--- src/rtl/mem_stage.sv ---
// Memory stage: RV32I loads/stores over a req/gnt/rvalid data bus; ALU results
// pass through to register-file write-back with one cycle of latency.
module mem_stage #(
  parameter int ADDR_W = 32
) (
  input  logic              clk,
  input  logic              rst,
  input  logic              ex_valid_i,
  output logic              ex_ready_o,
  input  logic              ex_is_load_i,
  input  logic              ex_is_store_i,
  input  logic [2:0]        ex_funct3_i,
  input  logic [31:0]       ex_result_i,
  input  logic [31:0]       ex_store_data_i,
  input  logic [4:0]        ex_rd_i,
  input  logic              ex_wb_en_i,
  output logic              stall_o,
  output logic              dmem_req_o,
  output logic              dmem_we_o,
  output logic [ADDR_W-1:0] dmem_addr_o,
  output logic [31:0]       dmem_wdata_o,
  output logic [3:0]        dmem_be_o,
  input  logic              dmem_gnt_i,
  input  logic              dmem_rvalid_i,
  input  logic [31:0]       dmem_rdata_i,
  output logic              wb_we_o,
  output logic [4:0]        wb_rd_o,
  output logic [31:0]       wb_data_o,
  output logic              fault_o,
  output logic [1:0]        fault_cause_o,
  output logic [ADDR_W-1:0] fault_addr_o,
  output logic [1:0]        dbg_state_o
);

  // Handshakes: an EX packet moves when ex_valid_i & ex_ready_o at a rising edge;
  // a bus request moves when dmem_req_o & dmem_gnt_i; load data arrives with
  // dmem_rvalid_i, which is honoured only while waiting for it.
  typedef enum logic [1:0] {
    IDLE       = 2'd0,
    REQ        = 2'd1,
    WAIT_RDATA = 2'd2
  } state_t;

  state_t state_q, state_d;

  logic              op_load_q;
  logic [2:0]        op_f3_q;
  logic [1:0]        op_lane_q;
  logic [ADDR_W-1:0] op_addr_q;
  logic [31:0]       op_wdata_q;
  logic [3:0]        op_be_q;
  logic [4:0]        op_rd_q;

  logic              xfer;
  logic              is_mem;
  logic              width_ok;
  logic              misaligned;
  logic              mem_fault;
  logic              mem_go;
  logic [ADDR_W-1:0] ea;
  logic [3:0]        st_be;
  logic [31:0]       st_wdata;
  logic [7:0]        ld_byte;
  logic [15:0]       ld_half;
  logic [31:0]       ld_data;

  assign ea     = ex_result_i[ADDR_W-1:0];
  assign xfer   = ex_valid_i & ex_ready_o;
  assign is_mem = ex_is_load_i | ex_is_store_i;

  always_comb begin
    width_ok = 1'b0;
    case (ex_funct3_i)
      3'b000, 3'b001, 3'b010: width_ok = 1'b1;
      3'b100, 3'b101:         width_ok = ex_is_load_i;
      default:                width_ok = 1'b0;
    endcase
  end

  // funct3[1:0] encodes the access size for both signed and unsigned loads.
  assign misaligned = ((ex_funct3_i[1:0] == 2'b01) & ea[0]) |
                      ((ex_funct3_i[1:0] == 2'b10) & (ea[1:0] != 2'b00));
  assign mem_fault  = xfer & is_mem & (~width_ok | misaligned);
  assign mem_go     = xfer & is_mem & width_ok & ~misaligned;

  always_comb begin
    st_be    = 4'b1111;
    st_wdata = ex_store_data_i;
    case (ex_funct3_i[1:0])
      2'b00: begin
        st_be    = 4'b0001 << ea[1:0];
        st_wdata = {4{ex_store_data_i[7:0]}};
      end
      2'b01: begin
        st_be    = ea[1] ? 4'b1100 : 4'b0011;
        st_wdata = {2{ex_store_data_i[15:0]}};
      end
      default: begin
        st_be    = 4'b1111;
        st_wdata = ex_store_data_i;
      end
    endcase
  end

  always_comb begin
    ld_byte = dmem_rdata_i[7:0];
    case (op_lane_q)
      2'd0:    ld_byte = dmem_rdata_i[7:0];
      2'd1:    ld_byte = dmem_rdata_i[15:8];
      2'd2:    ld_byte = dmem_rdata_i[23:16];
      default: ld_byte = dmem_rdata_i[31:24];
    endcase
    ld_half = op_lane_q[1] ? dmem_rdata_i[31:16] : dmem_rdata_i[15:0];
    case (op_f3_q)
      3'b000:  ld_data = {{24{ld_byte[7]}}, ld_byte};
      3'b001:  ld_data = {{16{ld_half[15]}}, ld_half};
      3'b100:  ld_data = {24'h0, ld_byte};
      3'b101:  ld_data = {16'h0, ld_half};
      default: ld_data = dmem_rdata_i;
    endcase
  end

  always_comb begin
    state_d = state_q;
    case (state_q)
      IDLE:       if (mem_go) state_d = REQ;
      REQ:        if (dmem_gnt_i) state_d = op_load_q ? WAIT_RDATA : IDLE;
      WAIT_RDATA: if (dmem_rvalid_i) state_d = IDLE;
      default:    state_d = IDLE;
    endcase
  end

  always_ff @(posedge clk or posedge rst) begin
    if (rst) state_q <= IDLE;
    else     state_q <= state_d;
  end

  always_ff @(posedge clk or posedge rst) begin
    if (rst) begin
      op_load_q  <= 1'b0;
      op_f3_q    <= 3'b000;
      op_lane_q  <= 2'b00;
      op_addr_q  <= '0;
      op_wdata_q <= '0;
      op_be_q    <= 4'b0000;
      op_rd_q    <= 5'd0;
    end else if (mem_go) begin
      op_load_q  <= ex_is_load_i;
      op_f3_q    <= ex_funct3_i;
      op_lane_q  <= ea[1:0];
      op_addr_q  <= {ea[ADDR_W-1:2], 2'b00};
      op_wdata_q <= st_wdata;
      op_be_q    <= st_be;
      op_rd_q    <= ex_rd_i;
    end
  end

  // Write-back and fault outputs are single-cycle pulses that fall back to zero.
  always_ff @(posedge clk or posedge rst) begin
    if (rst) begin
      wb_we_o       <= 1'b0;
      wb_rd_o       <= 5'd0;
      wb_data_o     <= 32'h0;
      fault_o       <= 1'b0;
      fault_cause_o <= 2'b00;
      fault_addr_o  <= '0;
    end else begin
      wb_we_o       <= 1'b0;
      wb_rd_o       <= 5'd0;
      wb_data_o     <= 32'h0;
      fault_o       <= 1'b0;
      fault_cause_o <= 2'b00;
      fault_addr_o  <= '0;
      if (xfer && !is_mem) begin
        wb_we_o   <= ex_wb_en_i & (ex_rd_i != 5'd0);
        wb_rd_o   <= ex_rd_i;
        wb_data_o <= ex_result_i;
      end else if (state_q == WAIT_RDATA && dmem_rvalid_i) begin
        wb_we_o   <= (op_rd_q != 5'd0);
        wb_rd_o   <= op_rd_q;
        wb_data_o <= ld_data;
      end
      if (mem_fault) begin
        fault_o       <= 1'b1;
        fault_cause_o <= !width_ok ? 2'b11 : (ex_is_load_i ? 2'b01 : 2'b10);
        fault_addr_o  <= ea;
      end
    end
  end

  assign ex_ready_o   = (state_q == IDLE);
  assign stall_o      = ~ex_ready_o;
  assign dmem_req_o   = (state_q == REQ);
  assign dmem_we_o    = dmem_req_o & ~op_load_q;
  assign dmem_addr_o  = dmem_req_o ? op_addr_q : '0;
  assign dmem_wdata_o = dmem_we_o ? op_wdata_q : 32'h0;
  assign dmem_be_o    = dmem_req_o ? (op_load_q ? 4'b1111 : op_be_q) : 4'b0000;
  assign dbg_state_o  = state_q;

endmodule

--- config.mk ---
export PLATFORM = sky130hd
export DESIGN_NAME = mem_stage
export DESIGN_NICKNAME = d
export VERILOG_FILES = /design/src/rtl/mem_stage.sv
export SDC_FILE = /design/constraint.sdc
export NUM_CORES = 1
export LEC_CHECK = 0
export ABC_AREA = 1
export BUFFER_PORTS_ARGS = -buffer_cell sky130_fd_sc_hd__buf_4
export CORE_UTILIZATION = 54
export DETAILED_ROUTE_END_ITERATION = 8
export GPL_ROUTABILITY_DRIVEN = 0
export GPL_TIMING_DRIVEN = 0
export PLACE_DENSITY = 0.86
export SLEW_MARGIN = 40
export SYNTH_ARGS = -nofsm -noshare
export SYNTH_HDL_FRONTEND = slang
export SYNTH_SLANG_ARGS = --single-unit
--- constraint.sdc ---
create_clock -name clk -period 12.7 [get_ports clk]
set_clock_uncertainty 0.2 [all_clocks]
set_input_delay 2.54 -clock clk [delete_from_list [all_inputs] [get_ports clk]]
set_output_delay 2.54 -clock clk [all_outputs]
set_load 0.02 [all_outputs]
==> impl_results.md <==
* Run status: finished, final reports clean
* Register share of total power at 39.2%
* NetSw at 0.5214 mW
* Fin Hold WS at 0.2821 ns
* Synth Area in Compound Gates at 15.92%
* Vias at 6939
* Cell variety after synth at 29
* Final Worst Setup Slack at 7.801 ns
* Fmax at 204.1 MHz
* Post-place setup slack at 8.285 ns
* Area Growth Syn to Fin at 38.58%
* Cell taking the most area after synthesis: dfrtp_1
* DP HPWL at 16.37 mm
* Most frequent cells in the layout: buf_4 (260), nand2_1 (177), nor2_1 (155), dfrtp_1 (152), inv_1 (129)
* Met1 GRT Util at 41.35%
* Clock latency at the later pin of the worst-skew pair at 0.42 ns
* Worst rel slew slack at 65.77%
* Max Cap Viol at 0
* Row count at 41
* Leak pwr at 5.510 nW
* Switch share at 32.69%
* WL/cell at 16.78 um
* Total gr overflow at 0
* Commonest non-fill, non-tap cell in the layout: buf_4
* Die Height at 117.6 um
* Synth Area in XOR/XNOR at 0%
* DRC Markers at 0
* Post-synthesis mux area share at 0%
* Buffers on Ports at 256
* CTS tree: yes
* #FFs+latches synth at 152
* Adder-Cell Fraction of Synth Area at 0%
* Starting Density at 56.26%
* Number of clock sinks at 152
* Synth Instances at 875
* Post-synth EDFFs at 0
* Avg Cell Area, Syn at 8.246 um^2
* Fin nets at 1264
* Async set-reset flop share out of synthesis at 100.0%
* Area contributors post-synth: dfrtp_1 (53%), nand2_1 (9.2%), nor2_1 (8.1%), o21ai_2 (7.2%), inv_1 (6.8%)
* First-pass DRT Iterations at 5
* Initial antenna violation count at 0
* Vias per cell at 5.194
* Unrepaired setup endpoints after global routing: no
* Seq/Total Area, Yosys at 52.71%
* First-pass GRT wire length at 35.40 mm
* Worst hold path class: flop to flop
* Critical path launch point type: flop
* Mapped cell area at 0.007216 mm^2
* Ys Warns at 0
* Req. time, crit path at 9.96 ns
* Pint at 1.073 mW
* Fin util at 77.97%
* Final worst-path cycle share at 38.57%
* 1st-iter DRT viols at 624
* Share of layout cells above drive strength 1 at 33.76%
* Die Wd at 117.6 um
* Setup Viol. Count Final at 0
* Vias in the first global route at 6705
* Met3 Use GR at 7.558%
* Worst-path clk slew at 0.06 ns
* Final wirelength at 22.41 mm
* Pins Over Slew Limit at 0
* Die area at 0.01383 mm^2
* Max VDD drop at 0.09571 mV
* Critical path class: flop to output port
* N_diodes at 0
* Pin count of the biggest net entering global routing at 79
* Cell area power density at 159.5 mW/mm^2
* Post-CTS resize count at 0
* Largest family of logic cells by synthesized area: simple AND/OR/NAND/NOR gates
* Worst Path Max Fanout at 10
* Clock root cell: clkbuf_16
* I/O pins at 259
* Post-synth top flop: dfrtp_1
* CORE AREA at 0.01282 mm^2
* Setup tns final at 0 ns
* CP endpoint kind: output port
* TritonCTS Buffers at 17
* Post CTS Setup Buffer Count at 0
* Worst-margin pin slew at 0.5134 ns
* GR Util met2 at 55.18%
* Final ANT Viol Nets at 0
* Hold Buf Count CTS at 0
* Busiest grt layer: met2
* Total track usage at 33.38%
* Fill cell instance count of the final layout at 919
* Synth Area in Simple Gates at 19.72%
* Final-report hold violation count at 0
* Min Tclk post-route at 4.899 ns
* Clock group share of total power at 32.6%
* Crit path DAT at 2.16 ns
* Combinational share of power at 28.2%
* Area share of the largest cell type after synthesis at 52.71%
* CTS Buffer Depth at 2
* H-tree depth at 4
## final timing paths
check	slack, ns	depth (start not counted)	start	end
max	7.80	6	dbg_state_o[0]$_DFFE_PP0P_	dmem_be_o[1]
min	0.28	2	op_addr_q[17]$_DFFE_PP0P_	op_addr_q[17]$_DFFE_PP0P_
max reg2reg	10.71	6	dbg_state_o[1]$_DFFE_PP0P_	wb_we_o$_DFF_PP0_
min reg2reg	0.28	2	op_addr_q[17]$_DFFE_PP0P_	op_addr_q[17]$_DFFE_PP0P_
max in group asynchronous	9.57	3	rst	op_addr_q[4]$_DFFE_PP0P_
min in group asynchronous	1.97	2	rst	op_rd_q[3]$_DFFE_PP0P_
## registers in the layout (all words and copies together) (netlist names), 2 cells and up
name and flops:
op_wdata_q 32, fault_cause_o 2, op_addr_q 30, op_f3_q 3
dbg_state_o 2, wb_rd_o 5, op_lane_q 2, fault_addr_o 32
wb_data_o 32, op_rd_q 5, op_be_q 4
## synthesized netlist by cell type, types with 2 or more instances
master    count
dfrtp_1     152
inv_2         5
buf_1         3
o211ai_1      9
nand2_1     177
buf_4         4
nand3_2       3
nor2_2        3
inv_1       130
o21ai_1      20
o21ai_2      59
nor2_1      155
clkinv_1      2
o21ai_0      43
nand3_1      16
clkbuf_1      7
a21oi_1      43
buf_2        15
buf_6        16
o22ai_1       3
nor3_1        2
## power by group through the flow
stage | logic (mW) | clock network (mW) | registers [mW]
after floorplan | 0.277 | 0 | 0.633
after global placement | 0.428 | 0 | 0.625
after detailed placement | 0.441 | 0 | 0.628
after CTS | 0.447 | 0.523 | 0.622
after global routing | 0.495 | 0.541 | 0.632
final | 0.450 | 0.520 | 0.624
## final cells by class
type | instances | area (um^2) | share of cell area, %
well taps | 172 | 215.2 | 2.152
flip-flops and latches | 152 | 3804 | 38.04
inverters | 137 | 521.8 | 5.218
multi-input cells | 542 | 2579 | 25.79
plain buffers | 45 | 322.8 | 3.228
repair buffers | 257 | 1949 | 19.49
clock inverters | 7 | 116.4 | 1.164
clock buffers | 24 | 491.7 | 4.917
## per-layer routing
layer | share of wire [%] | vias up
met5 | 0 | -
met3 | 9.0 | 65
met2 | 49 | 397
met1 | 38 | 3219
met4 | 4.0 | 0
li1 | - | 3258
## cells by family (layout without fill, tap and decap cells)
| kind of cell | count (synthesis) | count (layout) |
|---|---|---|
| buf+inv | 182 | 470 |
| flops | 152 | 152 |
| compound gates | 179 | 179 |
| other cells | 1 | 2 |
| simple gates | 361 | 361 |
## critical path, stage by stage, from the launching register on
cell	delay (ns)
dfrtp_1	0.41
inv_1	0.10
or2_1	0.15
buf_2	0.28
buf_1	0.43
nor2_1	0.17
buf_4	0.20
## stage by stage
| stage | std cells | instance area [um^2] | power (mW) |
|---|---|---|---|
| final | 1336 | 10000 | 1.595 |
| after detailed placement | 1305 | 9392 | 1.069 |
| after CTS | 1336 | 10000 | 1.592 |
| after global placement | 1304 | 9356 | 1.054 |
| after floorplan | 876 | 7219 | 0.9094 |
| after global routing | 1336 | 10000 | 1.668 |
No activity file was read; power rests on OpenSTA's default activity.
